[src/rtl/par2ser_pkg.sv]
// Shared types and width helpers for the par2ser parallel-to-serial shifter.
package par2ser_pkg;

  typedef enum logic [1:0] {
    IDLE   = 2'd0,
    SHIFT  = 2'd1,
    PARITY = 2'd2
  } state_t;

  // Bit counter must be able to hold DATA_WIDTH (one past the last bit index).
  function automatic int bcnt_w(input int data_width);
    return $clog2(data_width + 1);
  endfunction

  function automatic int div_w(input int clks_per_bit);
    return (clks_per_bit > 1) ? $clog2(clks_per_bit) : 1;
  endfunction

endpackage

[src/rtl/par2ser_bit_tick_gen.sv]
// Bit-period divider: tick is high on the last clock of every serial bit period.
module bit_tick_gen
  import par2ser_pkg::*;
#(
  parameter int CLKS_PER_BIT = 1
) (
  input  logic clk,
  input  logic rst,
  input  logic clear,
  output logic tick
);

  localparam int DIVW = div_w(CLKS_PER_BIT);
  localparam logic [DIVW-1:0] LAST = DIVW'(CLKS_PER_BIT - 1);

  logic [DIVW-1:0] div;

  // With one clock per bit the divider stays at 0 and tick is permanently high.
  assign tick = (div == LAST);

  always_ff @(posedge clk) begin
    if (rst || clear || tick) div <= '0;
    else                      div <= div + 1'b1;
  end

endmodule

[src/rtl/par2ser.sv]
// Parallel-in, MSB-first serial-out shifter with valid/ready input and framing strobes.
// Define PAR2SER_PARITY_EN to append an even-parity bit period to every frame.
module par2ser
  import par2ser_pkg::*;
#(
  parameter int DATA_WIDTH   = 8,
  parameter int CLKS_PER_BIT = 1
) (
  input  logic                  clk,
  input  logic                  rst,
  input  logic [DATA_WIDTH-1:0] in_data,
  input  logic                  in_valid,
  output logic                  in_ready,
  output logic                  ser_out,
  output logic                  ser_valid,
  output logic                  ser_first,
  output logic                  ser_last
);

  localparam int BW = bcnt_w(DATA_WIDTH);
  localparam logic [BW-1:0] LAST_BIT = BW'(DATA_WIDTH - 1);

  state_t                state, state_n;
  logic [DATA_WIDTH-1:0] shreg, shreg_n;
  logic [BW-1:0]         bcnt, bcnt_n;
  logic                  tick, final_clk, accept;
  logic                  out_n, valid_n, first_n, last_n;

`ifdef PAR2SER_PARITY_EN
  logic par, par_n;
  assign final_clk = (state == PARITY) && tick;
`else
  assign final_clk = (state == SHIFT) && (bcnt == LAST_BIT) && tick;
`endif

  assign in_ready = !rst && ((state == IDLE) || final_clk);
  assign accept   = in_valid && in_ready;

  bit_tick_gen #(.CLKS_PER_BIT(CLKS_PER_BIT)) u_tick (
    .clk   (clk),
    .rst   (rst),
    .clear (accept || (state == IDLE)),
    .tick  (tick)
  );

  always_comb begin
    state_n = state;
    shreg_n = shreg;
    bcnt_n  = bcnt;
`ifdef PAR2SER_PARITY_EN
    par_n   = par;
`endif
    if (accept) begin
      state_n = SHIFT;
      shreg_n = in_data;
      bcnt_n  = '0;
`ifdef PAR2SER_PARITY_EN
      par_n   = ^in_data;
`endif
    end else begin
      case (state)
        SHIFT: if (tick) begin
          shreg_n = {shreg[DATA_WIDTH-2:0], 1'b0};
          bcnt_n  = bcnt + 1'b1;
`ifdef PAR2SER_PARITY_EN
          if (bcnt == LAST_BIT) state_n = PARITY;
`else
          if (bcnt == LAST_BIT) state_n = IDLE;
`endif
        end
`ifdef PAR2SER_PARITY_EN
        PARITY: if (tick) state_n = IDLE;
`endif
        default: ;
      endcase
    end

    // Outputs are registered, so they are derived from the next-state values.
    valid_n = (state_n != IDLE);
    first_n = (state_n == SHIFT) && (bcnt_n == '0);
    out_n   = (state_n == SHIFT) && shreg_n[DATA_WIDTH-1];
`ifdef PAR2SER_PARITY_EN
    if (state_n == PARITY) out_n = par_n;
    last_n  = (state_n == PARITY);
`else
    last_n  = (state_n == SHIFT) && (bcnt_n == LAST_BIT);
`endif
  end

  always_ff @(posedge clk) begin
    if (rst) begin
      state     <= IDLE;
      shreg     <= '0;
      bcnt      <= '0;
      ser_out   <= 1'b0;
      ser_valid <= 1'b0;
      ser_first <= 1'b0;
      ser_last  <= 1'b0;
`ifdef PAR2SER_PARITY_EN
      par       <= 1'b0;
`endif
    end else begin
      state     <= state_n;
      shreg     <= shreg_n;
      bcnt      <= bcnt_n;
      ser_out   <= out_n;
      ser_valid <= valid_n;
      ser_first <= first_n;
      ser_last  <= last_n;
`ifdef PAR2SER_PARITY_EN
      par       <= par_n;
`endif
    end
  end

endmodule

[config.mk]
export PLATFORM = sky130hd
export DESIGN_NAME = par2ser
export DESIGN_NICKNAME = d
export VERILOG_FILES = /design/src/rtl/par2ser_pkg.sv /design/src/rtl/par2ser_bit_tick_gen.sv /design/src/rtl/par2ser.sv
export SDC_FILE = /design/constraint.sdc
export NUM_CORES = 1
export LEC_CHECK = 0
export ABC_AREA = 1
export CAP_MARGIN = 10
export CORE_MARGIN = 2
export CORE_UTILIZATION = 55
export DETAILED_ROUTE_END_ITERATION = 12
export PLACE_DENSITY_LB_ADDON = 0.08
export RECOVER_POWER = 25
export SKIP_CTS_REPAIR_TIMING = 1
export SLEW_MARGIN = 40
export SYNTH_ARGS = -nofsm -noshare
export SYNTH_HDL_FRONTEND = slang
export SYNTH_SLANG_ARGS = --single-unit
[constraint.sdc]
create_clock -name clk -period 4.07 [get_ports clk]
set_input_delay 1.221 -clock clk [delete_from_list [all_inputs] [get_ports clk]]
set_output_delay 1.221 -clock clk [all_outputs]
set_load 0.05 [all_outputs]
# Word level (Yosys, flattened, before mapping)
# Cells that the tools add are included.
# word_totals
regBits	19
output_inout_bits	5
wordCells	44
inputBits	11
# op_classes
bitwise	1
eq_ne	5
n_mux	10
n_reduce_logical	17
addsub	2
# ops
cell	n
8-bit two-way mux	3
4-bit two-way mux	3
4-bit by 3-bit == test with 1-bit output (second input constant)	2
2-bit two-way mux	4
1-bit logical AND	7
4-bit by 1-bit adder with 4-bit output (second input constant)	1
2-bit by 1-bit == test with 1-bit output (second input constant)	2
4-bit logical NOT	1
1-bit logical OR	4
2-bit nonzero test	2
2-bit logical NOT	1
2-bit != test (second input constant)	1
2-bit AND reduction	1
1-bit adder (second input constant)	1
1-bit logical NOT	1
1-bit NOT	1

# Depth between registers and ports, before layout
# Gate-level depths: netlist of the first run.
# depth
depth_word	9
ltp_mapped	10
mapped_depth_nobuf	9

# Hierarchy
# Synthesis of the first run repeated with hierarchy kept, for this count alone.
# unflattened
hier_cells	121
area_unflattened_um2	868.3
# modules_own_cells
mod	area_each_um2	seq_area_each_um2	cells_per_inst	instances
par2ser	840.8	360.3	118	1
bit_tick_gen	27.5	20.0	3	1

# Least setup slack after synthesis of the first run
# OpenSTA, ideal clock, no wires.
# synth_path
path_type	input to output
startpoint	input rst
endpoint	output in_ready
t_arrival_ps	2395
slack_ps	454
t_required_ps	2849
path_buffers	1
stages	3
cell_sequence	buf_2 nor2_4 a21boi_1
# synth_via
elab_chain_len	2
# synth_rtl
element	line_no	source
from (decl)	par2ser.sv:10	input logic rst,
1-bit logical NOT	par2ser.sv:36	assign in_ready = !rst && ((state == IDLE) || final_clk);
1-bit logical AND	par2ser.sv:36	
to (decl)	par2ser.sv:13	output logic in_ready,
# No other way between the ends.

# Worst setup path in the final report of the first run
# Ends and elaborated chain as after synthesis.

==> insert_results.sql, run 1 <==
INSERT INTO impl_metrics (metric_group, metric, value, unit) VALUES
('global_routing', 'globalRouteMet2Util', '35.56', '%'),
('power', 'pwr_density_cell', '318.8', 'nW/um^2'),
('detailed_routing', 'post-route-drc-count', '0', ''),
('global_routing', 'number_of_global_route_vias_before_repair', '784', ''),
('timing', 'clock.fmax', '275.9', 'MHz'),
('layout', 'post_route_cell_area', '1152', 'sq um'),
('hold_path', 'hold-path-cell-count', '2', ''),
('timing', 'hold_violation_total_from_the_final_report', '0', ''),
('clocking', 'ctsRootBufferMaster', 'sky130_fd_sc_hd__clkbuf_4', ''),
('power', 'p_leak', '0.5194', 'nW'),
('layout', 'drive_above_1_share', '12.67', '%'),
('critical_path', 'worst-endpoint-required', '2850', 'ps'),
('logic_synthesis', 'synth_seq_area_share', '38.87', '%'),
('clocking', 'cts_sinks', '19', ''),
('detailed_routing', 'postRouteAntennaNets', '0', ''),
('critical_path', 'timing.critical_path.fanout_max', '2', ''),
('power', 'power', '0.3674', 'mW'),
('logic_synthesis', 'synth_top_cell_area_share', '38.87', '%'),
('global_routing', 'gr-total-overflow', '0', ''),
('die', 'core_area', '1708', 'sq um'),
('clocking', 'insertion_delay', '300', 'ps'),
('timing', 'final-max-slew-violation-count', '0', ''),
('critical_path', 'crit-reg2reg-launch', 'state[1]', ''),
('logic_synthesis', 'async_reset_ff_share', '0', '%'),
('global_routing', 'grt_busiest_layer', 'met2', ''),
('layout', 'area_occupied_by_multi_input_gates', '494.2', 'sq um'),
('detailed_routing', 'wirelength', '1924', 'um'),
('clocking', 'h-tree-depth', '1', ''),
('layout', 'seq_cell_area', '380.4', 'sq um'),
('critical_path', 'crit_chain', 'dlygate4sd3_1 > nor2_4 > a21boi_1 > buf_12', ''),
('logic_synthesis', 'ys_warn_count', '0', ''),
('detailed_routing', 'num_vias', '910', ''),
('critical_path', 'worstSetupStartpoint', 'rst', ''),
('critical_path', 'reg2reg_setup_slack', '1890', 'ps'),
('place', 'numPortBuffers', '15', ''),
('power', 'ir_worst_vdd', '0.1713', 'mV'),
('logic_synthesis', 'yosysTopAreaCell', 'sky130_fd_sc_hd__dfxtp_1', ''),
('global_routing', 'track_usage', '20.63', '%'),
('clocking', 'cts_tree', 'built', ''),
('logic_synthesis', 'mapped_area', '978.4', 'sq um'),
('detailed_routing', 'detail_route.wl_per_cell', '10.99', 'um'),
('timing', 'rsz0062_at_grt', 'no', ''),
('clocking', 'path_clk_slew', '110', 'ps'),
('critical_path', 'timing.setup.critical_path_class', 'input port to primary output', ''),
('timing', 'fin_tns_setup', '0', 'ps'),
('critical_path', 'timing.critical_path.from_type', 'input port', ''),
('logic_synthesis', 'synthesis.nets', '147', ''),
('layout', 'finish.net_count', '163', ''),
('detailed_routing', 'route.detailed.vias_per_inst', '5.200', ''),
('status', 'status', 'completed', ''),
('logic_synthesis', 'number_of_enable_type_register_cells_in_the_synthesized_netlist', '0', ''),
('critical_path', 'end_kind', 'primary output', ''),
('detailed_routing', 'drt_first_pass_iters', '4', ''),
('die', 'design.portCount', '16', ''),
('timing', 'clock-skew-final', '4.586', 'ps'),
('timing', 'worst_slew_margin_rel', '49.55', '%'),
('logic_synthesis', 'post_synth.cell_area_avg', '7.248', 'sq um'),
('timing', 'post-route-period-util', '89.05', '%'),
('die', 'floorplan.die.height', '46.18', 'um'),
('critical_path', 'timing.critical_path.slowest_stage_cell', 'sky130_fd_sc_hd__dlygate4sd3_1', ''),
('detailed_routing', 'detailedRoute.firstIterationViolations', '8', ''),
('place', 'hpwlAfterDp', '1349', 'um'),
('clocking', 'numCtsBuffers', '3', ''),
('hold_path', 'worst_hold_path_type', 'flip-flop to flip-flop', ''),
('die', 'starting_utilization_of_the_core_area', '57.29', '%'),
('layout', 'fillerInstances', '162', ''),
('die', 'die_area', '2132', 'sq um'),
('layout', 'diode_count', '0', ''),
('timing', 'min_cycle_time_layout', '3624', 'ps'),
('layout', 'syn2layout_area_growth', '17.78', '%'),
('logic_synthesis', 'synth_cells', '135', '');
[metal layers]
layer | wire length (um) | part of all wire, %
met1 | 872 | 45
met2 | 925 | 48
met3 | 86 | 4.5
met4 | 39 | 2.0
met5 | 0 | 0
[layout by cell type (no fill, tap or decap), types with 2 or more instances in the layout]
master                            Yosys  layout
sky130_fd_sc_hd__nand2_4              2       2
sky130_fd_sc_hd__clkbuf_4             0       3
sky130_fd_sc_hd__nand2_1             36      37
sky130_fd_sc_hd__clkdlybuf4s50_1      0      13
sky130_fd_sc_hd__nor2_2               2       2
sky130_fd_sc_hd__nor2_4               2       2
sky130_fd_sc_hd__inv_1               13      13
sky130_fd_sc_hd__a21oi_1              8       8
sky130_fd_sc_hd__nand2_2              7       6
sky130_fd_sc_hd__nor2_1              10      10
sky130_fd_sc_hd__clkbuf_1             0       3
sky130_fd_sc_hd__nand4_1              8       8
sky130_fd_sc_hd__nand3_1             10      11
sky130_fd_sc_hd__dfxtp_1             19      19
[cells by family after synthesis]
| family | count (synthesis) | synth area share [%] |
|---|---|---|
| flip-flops | 19 | 38.87 |
| AND/OR/NAND/NOR | 82 | 42.84 |
| XOR/XNOR | 1 | 0.8953 |
| other | 1 | 0.3833 |
| buffers and inverters | 20 | 9.845 |
| adder cells (fa/ha/maj) | 1 | 1.279 |
| AO/OA/AOI/OAI | 11 | 5.882 |
[report_power, final]
part           internal [mW]  switching [mW]
Combinational         0.0280          0.0409
Sequential             0.195         0.00593
Clock                 0.0382          0.0591
Total                  0.261           0.106
[how the worst max path moves through the flow]
stage	endpoint	cells after the start	slack (ps)
6_report	in_ready	4	450
4_1_cts	in_ready	4	560
3_5_place_dp	in_ready	4	570
3_3_place_gp	in_ready	4	600
5_1_grt	in_ready	4	420
2_1_floorplan	in_ready	3	450
[metrics by stage]
stage                     util [%]  setup slack [ps]  hold slack [ps]
after floorplan                  -             454.0            456.9
after global placement       66.81             597.1            471.6
after detailed placement     66.81             566.0            477.8
after CTS                    68.35             558.9            493.7
after global routing         67.47             421.7            511.7
final                        67.47             445.5            487.8
[final cells by class]
cell class	count	share of cell area (%)
clock buffers	4	2.280
inverters	14	4.560
multi-input cells	96	42.89
flip-flops and latches	19	33.01
well taps	25	2.714
repair buffers	17	14.55
[flip-flops by register name (all words and copies together), names as in the netlist]
name / count
ser_out: 1
u_tick.div: 1
ser_last: 1
ser_first: 1
shreg: 8
state: 2
ser_valid: 1
bcnt: 4
[worst max-delay path, delay by kind of cell]
| kind | cells | cell delay, ps |
|---|---|---|
| AOI/OAI and AO/OA | 1 | 310 |
| buffers and inverters | 2 | 760 |
| and+or+nand+nor | 1 | 100 |
No activity file was read; power rests on OpenSTA's default activity.
==> run 2: changes to the inputs <==
CORE_UTILIZATION = 64   (was 55)
DONT_BUFFER_PORTS = 1   (was unset)
==> run 2 against run 1 <==
Routed wire length down 7.1%. Cell count is 14% lower. Final area fell by 16%. Largest power group unchanged. Via count is 11% lower.
==> insert_results.sql, run 2 (synthesis gave the netlist of run 1 again) <==
INSERT INTO impl_metrics (metric_group, metric, value, unit) VALUES
('critical_path', 'critical_path.max_stage_delay', '450', 'ps'),
('place', 'numPortBuffers', '0', ''),
('detailed_routing', 'wirelength', '1788', 'um'),
('critical_path', 'crit_chain', 'nor2_1 > a21boi_1 > buf_4', ''),
('clocking', 'cts_tree', 'built', ''),
('critical_path', 'critical_path.reg2reg.endpoint', 'ser_last', ''),
('critical_path', 'rr_worst_depth', '9', ''),
('timing', 'worst_pin_slew', '740.8', 'ps'),
('critical_path', 'arrival', '2120', 'ps'),
('layout', 'largest_register_ff_count', '8', ''),
('die', 'floorplan.die.width', '43.10', 'um'),
('clocking', 'insertion_delay', '300', 'ps'),
('detailed_routing', 'detailedRoute.firstIterationViolations', '13', ''),
('detailed_routing', 'route.detailed.vias_per_inst', '5.393', ''),
('layout', 'diode_count', '0', ''),
('die', 'floorplan.die.height', '43.10', 'um'),
('clocking', 'clk_path_buf_depth', '2', ''),
('place', 'globalplace.congestion', '0.7905', ''),
('detailed_routing', 'post-route-drc-count', '0', ''),
('hold_path', 'worst_hold_path_type', 'flip-flop to flip-flop', ''),
('place', 'dpl_cell_area', '962.2', 'sq um'),
('layout', 'max_flop_register', 'shreg', ''),
('timing', 'fin_tns_setup', '0', 'ps'),
('layout', 'finish.net_count', '147', ''),
('flow_run', 'max_cap_violations', '0', ''),
('power', 'ir_worst_vdd', '0.2347', 'mV'),
('clocking', 'path_clk_slew', '110', 'ps'),
('critical_path', 'reg2reg_setup_slack', '1880', 'ps'),
('layout', 'fillerInstances', '136', ''),
('timing', 'worst_slew_margin_rel', '50.47', '%'),
('critical_path', 'worst-endpoint-required', '2850', 'ps'),
('timing', 'post-route-period-util', '82.04', '%'),
('timing', 'final-max-slew-violation-count', '0', ''),
('critical_path', 'end_kind', 'primary output', ''),
('hold_path', 'hold-path-cell-count', '2', ''),
('global_routing', 'track_usage', '22.12', '%'),
('die', 'core_area', '1471', 'sq um'),
('critical_path', 'timing.critical_path.slowest_stage_cell', 'sky130_fd_sc_hd__nor2_1', ''),
('layout', 'syn2layout_area_growth', '-0.5114', '%'),
('global_routing', 'grt_start_max_net_pins', '22', ''),
('power', 'power', '0.3455', 'mW'),
('layout', 'mostFrequentLayoutCell', 'sky130_fd_sc_hd__nand2_1', ''),
('layout', 'layoutNonFillerInstCount', '150', ''),
('layout', 'layout_common_cells', 'sky130_fd_sc_hd__nand2_1, sky130_fd_sc_hd__dfxtp_1, sky130_fd_sc_hd__inv_1', ''),
('place', 'hpwlAfterDp', '1303', 'um'),
('hold_path', 'worstHoldStart', 'shreg[5]', ''),
('clocking', 'h-tree-depth', '1', ''),
('global_routing', 'grt_antenna_before_repair', '0', ''),
('global_routing', 'global_route.usage.met1', '27.97', '%'),
('critical_path', 'timing.setup.critical_path_class', 'input port to primary output', ''),
('detailed_routing', 'drt_first_pass_iters', '4', ''),
('power', 'pwr_density_cell', '355.0', 'nW/um^2'),
('clocking', 'ctsRootBufferMaster', 'sky130_fd_sc_hd__clkbuf_4', ''),
('critical_path', 'crit-reg2reg-launch', 'bcnt[0]', ''),
('clocking', 'numCtsBuffers', '3', ''),
('timing', 'clock-skew-final', '5.276', 'ps'),
('global_routing', 'grt_first_pass_wirelength', '3118', 'um'),
('critical_path', 'timing.critical_path.from_type', 'input port', ''),
('place', 'placed_cells_incl_taps', '146', ''),
('critical_path', 'timing.critical_path.fanout_max', '16', ''),
('detailed_routing', 'num_vias', '809', ''),
('die', 'design.portCount', '16', ''),
('status', 'status', 'completed', ''),
('layout', 'top_flop_regs', 'shreg x8, bcnt x4, state x2', ''),
('die', 'core.rowCount', '14', ''),
('place', 'pre_cts_ws', '1023', 'ps'),
('die', 'die_area', '1858', 'sq um'),
('timing', 'clock.fmax', '299.5', 'MHz'),
('power', 'p_leak', '0.4579', 'nW'),
('global_routing', 'gr-total-overflow', '0', ''),
('detailed_routing', 'detail_route.wl_per_cell', '11.92', 'um'),
('layout', 'post_route_cell_area', '973.4', 'sq um'),
('timing', 'min_cycle_time_layout', '3339', 'ps'),
('timing', 'hold_violation_total_from_the_final_report', '0', ''),
('global_routing', 'grt_util_met3', '2.979', '%'),
('hold_path', 'holdPathEnd', 'shreg[5]', ''),
('timing', 'timing.final.setup_violations', '0', ''),
('die', 'starting_utilization_of_the_core_area', '66.50', '%'),
('global_routing', 'grt_busiest_layer', 'met2', ''),
('layout', 'drive_above_1_share', '13.43', '%'),
('global_routing', 'globalRouteMet2Util', '36.42', '%'),
('layout', 'layout.core_utilization', '66.16', '%'),
('timing', 'timing.hold.ws', '485.6', 'ps'),
('timing', 'rsz0062_at_grt', 'no', ''),
('detailed_routing', 'postRouteAntennaNets', '0', ''),
('clocking', 'cts_sinks', '19', ''),
('timing', 'layout_setup_ws', '730.9', 'ps'),
('global_routing', 'number_of_global_route_vias_before_repair', '741', '');
-- run 2: worst max path at each step --
| stage | start | endpoint | cells past startpoint | slack, ps |
|---|---|---|---|---|
| 6_report | rst | in_ready | 3 | 730 |
| 5_1_grt | rst | in_ready | 3 | 640 |
| 4_1_cts | rst | in_ready | 3 | 1020 |
| 3_5_place_dp | rst | in_ready | 3 | 1020 |
| 3_3_place_gp | rst | in_ready | 3 | 1030 |
| 2_1_floorplan | rst | in_ready | 3 | 450 |
-- run 2: critical path, delay by kind of cell --
| kind | cells | cell delay (ps) |
|---|---|---|
| simple gates | 1 | 450 |
| buf+inv | 1 | 220 |
| compound gates | 1 | 230 |
-- run 2: layer usage --
metal  up-vias  wire, um  share of wire (%)
li1        426         -                  -
met1       360       839                 47
met2        19       853                 48
met3         4        67                3.7
met4         0        28                1.6
met5         -         0                  0
-- run 2: power breakdown --
group          internal (mW)  switching (mW)
clock network         0.0382          0.0574
logic                 0.0146          0.0274
registers              0.195          0.0127
total                  0.248          0.0975
-- run 2: layout make-up --
type / instances / area (sq um) / share of cell area [%]
multi-input cells: 96 / 486.7 / 50.00
flip-flops and latches: 19 / 380.4 / 39.07
well taps: 16 / 20.02 / 2.057
inverters: 14 / 52.55 / 5.398
repair buffers: 1 / 7.507 / 0.7712
clock buffers: 4 / 26.28 / 2.699
==> run 3: changes to the inputs <==
CORE_UTILIZATION = 54   (was 64)
clock period = 2.9 ns   (was 4.07 ns; I/O delays follow)
==> run 3 against run 2 <==
Register-to-register slack got worse by 1200 ps. Sequential power increased by 40%. Non-clock buffer count unchanged. Worst setup slack got worse by 250 ps. Via count decreased by 0.12%. Clock power increased by 37%. Hold slack got worse by 2.1 ps. Critical path depth increased by 3. Cell count increased by 6.0%. Die area increased by 17%. Critical path type is now flip-flop to primary output. Critical endpoint unchanged.
==> insert_results.sql, run 3 (synthesis gave the netlist of run 1 again) <==
INSERT INTO impl_metrics (metric_group, metric, value, unit) VALUES
('timing', 'worst_slew_margin_rel', '50.17', '%'),
('detailed_routing', 'detail_route.wl_per_cell', '11.38', 'um'),
('timing', 'min_cycle_time_layout', '2420', 'ps'),
('layout', 'layout_common_cells', 'sky130_fd_sc_hd__nand2_1, sky130_fd_sc_hd__dfxtp_1, sky130_fd_sc_hd__inv_1', ''),
('layout', 'drive_above_1_share', '15.67', '%'),
('clocking', 'numCtsBuffers', '3', ''),
('timing', 'rsz0062_at_grt', 'no', ''),
('detailed_routing', 'wirelength', '1810', 'um'),
('power', 'pwr_density_cell', '483.7', 'nW/um^2'),
('layout', 'max_flop_register', 'shreg', ''),
('place', 'dpl_cell_area', '977.2', 'sq um'),
('layout', 'diode_count', '0', ''),
('detailed_routing', 'detailedRoute.firstIterationViolations', '18', ''),
('global_routing', 'grt_first_pass_wirelength', '3063', 'um'),
('clocking', 'cts_tree', 'built', ''),
('critical_path', 'timing.critical_path.max_delay_family', 'flip-flops', ''),
('timing', 'final-max-slew-violation-count', '0', ''),
('clocking', 'insertion_delay', '290', 'ps'),
('critical_path', 'critical_path.max_stage_delay', '420', 'ps'),
('critical_path', 'end_kind', 'primary output', ''),
('layout', 'largest_register_ff_count', '8', ''),
('timing', 'post-route-period-util', '83.44', '%'),
('clocking', 'h-tree-depth', '1', ''),
('timing', 'worst_pin_slew', '745.4', 'ps'),
('layout', 'post_route_cell_area', '999.7', 'sq um'),
('timing', 'clock.fmax', '413.3', 'MHz'),
('detailed_routing', 'post-route-drc-count', '0', ''),
('place', 'numPortBuffers', '0', ''),
('global_routing', 'grt_antenna_before_repair', '0', ''),
('layout', 'layout.core_utilization', '58.53', '%'),
('die', 'die_area', '2168', 'sq um'),
('die', 'core.rowCount', '15', ''),
('place', 'placed_cells_incl_taps', '155', ''),
('die', 'core_area', '1708', 'sq um'),
('place', 'globalplace.congestion', '0.7844', ''),
('critical_path', 'timing.critical_path.fanout_max', '4', ''),
('detailed_routing', 'num_vias', '808', ''),
('place', 'hpwlAfterDp', '1288', 'um'),
('clocking', 'path_clk_slew', '110', 'ps'),
('timing', 'fin_tns_setup', '0', 'ps'),
('critical_path', 'crit_chain', 'ha_1 > nand2_1 > nor2_1 > nand2_2 > a21boi_2 > buf_4', ''),
('global_routing', 'grt_start_max_net_pins', '22', ''),
('layout', 'fillerInstances', '166', ''),
('die', 'floorplan.die.width', '46.57', 'um'),
('power', 'p_leak', '0.4629', 'nW'),
('hold_path', 'worst_hold_path_type', 'flip-flop to flip-flop', ''),
('power', 'power', '0.4836', 'mW'),
('die', 'design.portCount', '16', ''),
('detailed_routing', 'drt_first_pass_iters', '4', ''),
('timing', 'timing.final.setup_violations', '0', ''),
('layout', 'layoutNonFillerInstCount', '159', ''),
('layout', 'mostFrequentLayoutCell', 'sky130_fd_sc_hd__nand2_1', ''),
('layout', 'syn2layout_area_growth', '2.174', '%'),
('critical_path', 'timing.setup.critical_path_class', 'flip-flop to primary output', ''),
('die', 'floorplan.die.height', '46.57', 'um'),
('clocking', 'ctsRootBufferMaster', 'sky130_fd_sc_hd__clkbuf_4', ''),
('layout', 'finish.net_count', '147', ''),
('timing', 'clock-skew-final', '4.898', 'ps'),
('power', 'ir_worst_vdd', '0.4313', 'mV'),
('critical_path', 'timing.critical_path.buf_inv', '1', ''),
('detailed_routing', 'postRouteAntennaNets', '0', ''),
('critical_path', 'timing.critical_path.from_type', 'flip-flop', ''),
('timing', 'hold_violation_total_from_the_final_report', '0', ''),
('flow_run', 'max_cap_violations', '0', ''),
('global_routing', 'number_of_global_route_vias_before_repair', '741', ''),
('die', 'starting_utilization_of_the_core_area', '57.29', '%'),
('global_routing', 'track_usage', '20.06', '%'),
('clocking', 'clk_path_buf_depth', '2', ''),
('detailed_routing', 'route.detailed.vias_per_inst', '5.082', ''),
('status', 'status', 'completed', ''),
('global_routing', 'gr-total-overflow', '0', ''),
('clocking', 'cts_sinks', '19', ''),
('critical_path', 'worst-endpoint-required', '2030', 'ps'),
('critical_path', 'arrival', '1550', 'ps'),
('layout', 'top_flop_regs', 'shreg x8, bcnt x4, state x2', ''),
('critical_path', 'timing.critical_path.slowest_stage_cell', 'sky130_fd_sc_hd__dfxtp_1', '');
## run 3: cell count changes in the layout (fill, tap and decap cells not counted)
cell / previous run / this run
sky130_fd_sc_hd__nand2_1: 37 / 36
sky130_fd_sc_hd__nor2_4: 1 / 2
sky130_fd_sc_hd__a21boi_2: 0 / 1
sky130_fd_sc_hd__nor2_1: 11 / 10
sky130_fd_sc_hd__a21boi_1: 1 / 0
sky130_fd_sc_hd__nand2_2: 6 / 7
sky130_fd_sc_hd__clkbuf_1: 1 / 0
sky130_fd_sc_hd__clkinv_2: 0 / 1
sky130_fd_sc_hd__inv_2: 1 / 0
sky130_fd_sc_hd__inv_1: 13 / 14
## run 3: layer usage
| layer | vias to the layer above | routed length (um) | share of wire, % | global-route usage [%] |
|---|---|---|---|---|
| met5 | - | 0 | 0 | 0 |
| met1 | 363 | 901 | 50 | 25.65 |
| li1 | 428 | - | - | - |
| met4 | 0 | 9 | 0.50 | 4.000 |
| met2 | 15 | 814 | 45 | 32.22 |
| met3 | 2 | 85 | 4.7 | 7.451 |
## run 3: final timing paths
| kind | startpoint | end | slack [ps] | cells past startpoint |
|---|---|---|---|---|
| worst max register to register | bcnt[0] | ser_last | 680 | 9 |
| worst min-delay path | shreg[2] | shreg[2] | 480 | 2 |
| worst min register to register | shreg[2] | shreg[2] | 480 | 2 |
| worst max-delay path | bcnt[0] | in_ready | 480 | 6 |
## run 3: area by class of cell
| cell class | instances | area [sq um] | area share, % |
|---|---|---|---|
| multi-input combinational | 96 | 500.5 | 50.06 |
| sequential | 19 | 380.4 | 38.05 |
| inverter | 14 | 52.55 | 5.257 |
| tap | 25 | 31.28 | 3.129 |
| clock buffer | 3 | 22.52 | 2.253 |
| timing repair buffer | 1 | 7.507 | 0.7509 |
| clock inverter | 1 | 5.005 | 0.5006 |
## run 3: where the power goes
group          internal, mW  switching (mW)  total, mW
registers             0.274          0.0180      0.292
clock network        0.0513          0.0797      0.131
logic                0.0212          0.0395     0.0607
total                 0.346           0.137      0.484
## run 3: worst reg2reg max path, cell delays in order (launching register included)
cell and delay [ps]:
sky130_fd_sc_hd__dfxtp_1 420, sky130_fd_sc_hd__ha_1 220, sky130_fd_sc_hd__nand2_1 70, sky130_fd_sc_hd__nor2_1 110
sky130_fd_sc_hd__nand2_2 100, sky130_fd_sc_hd__nand2_4 110, sky130_fd_sc_hd__nand3_1 540, sky130_fd_sc_hd__nand2_1 350
sky130_fd_sc_hd__nand3_2 130, sky130_fd_sc_hd__nor2_1 110
## run 3: through the flow
| stage | hold WS, ps | setup WS (ps) |
|---|---|---|
| finish | 483.5 | 480.2 |
| global placement | 470.6 | 567.3 |
| floorplan | 456.9 | 288.7 |
| global route | 515.7 | 341.1 |
| CTS | 486.5 | 472.0 |
| detailed placement | 472.3 | 560.8 |
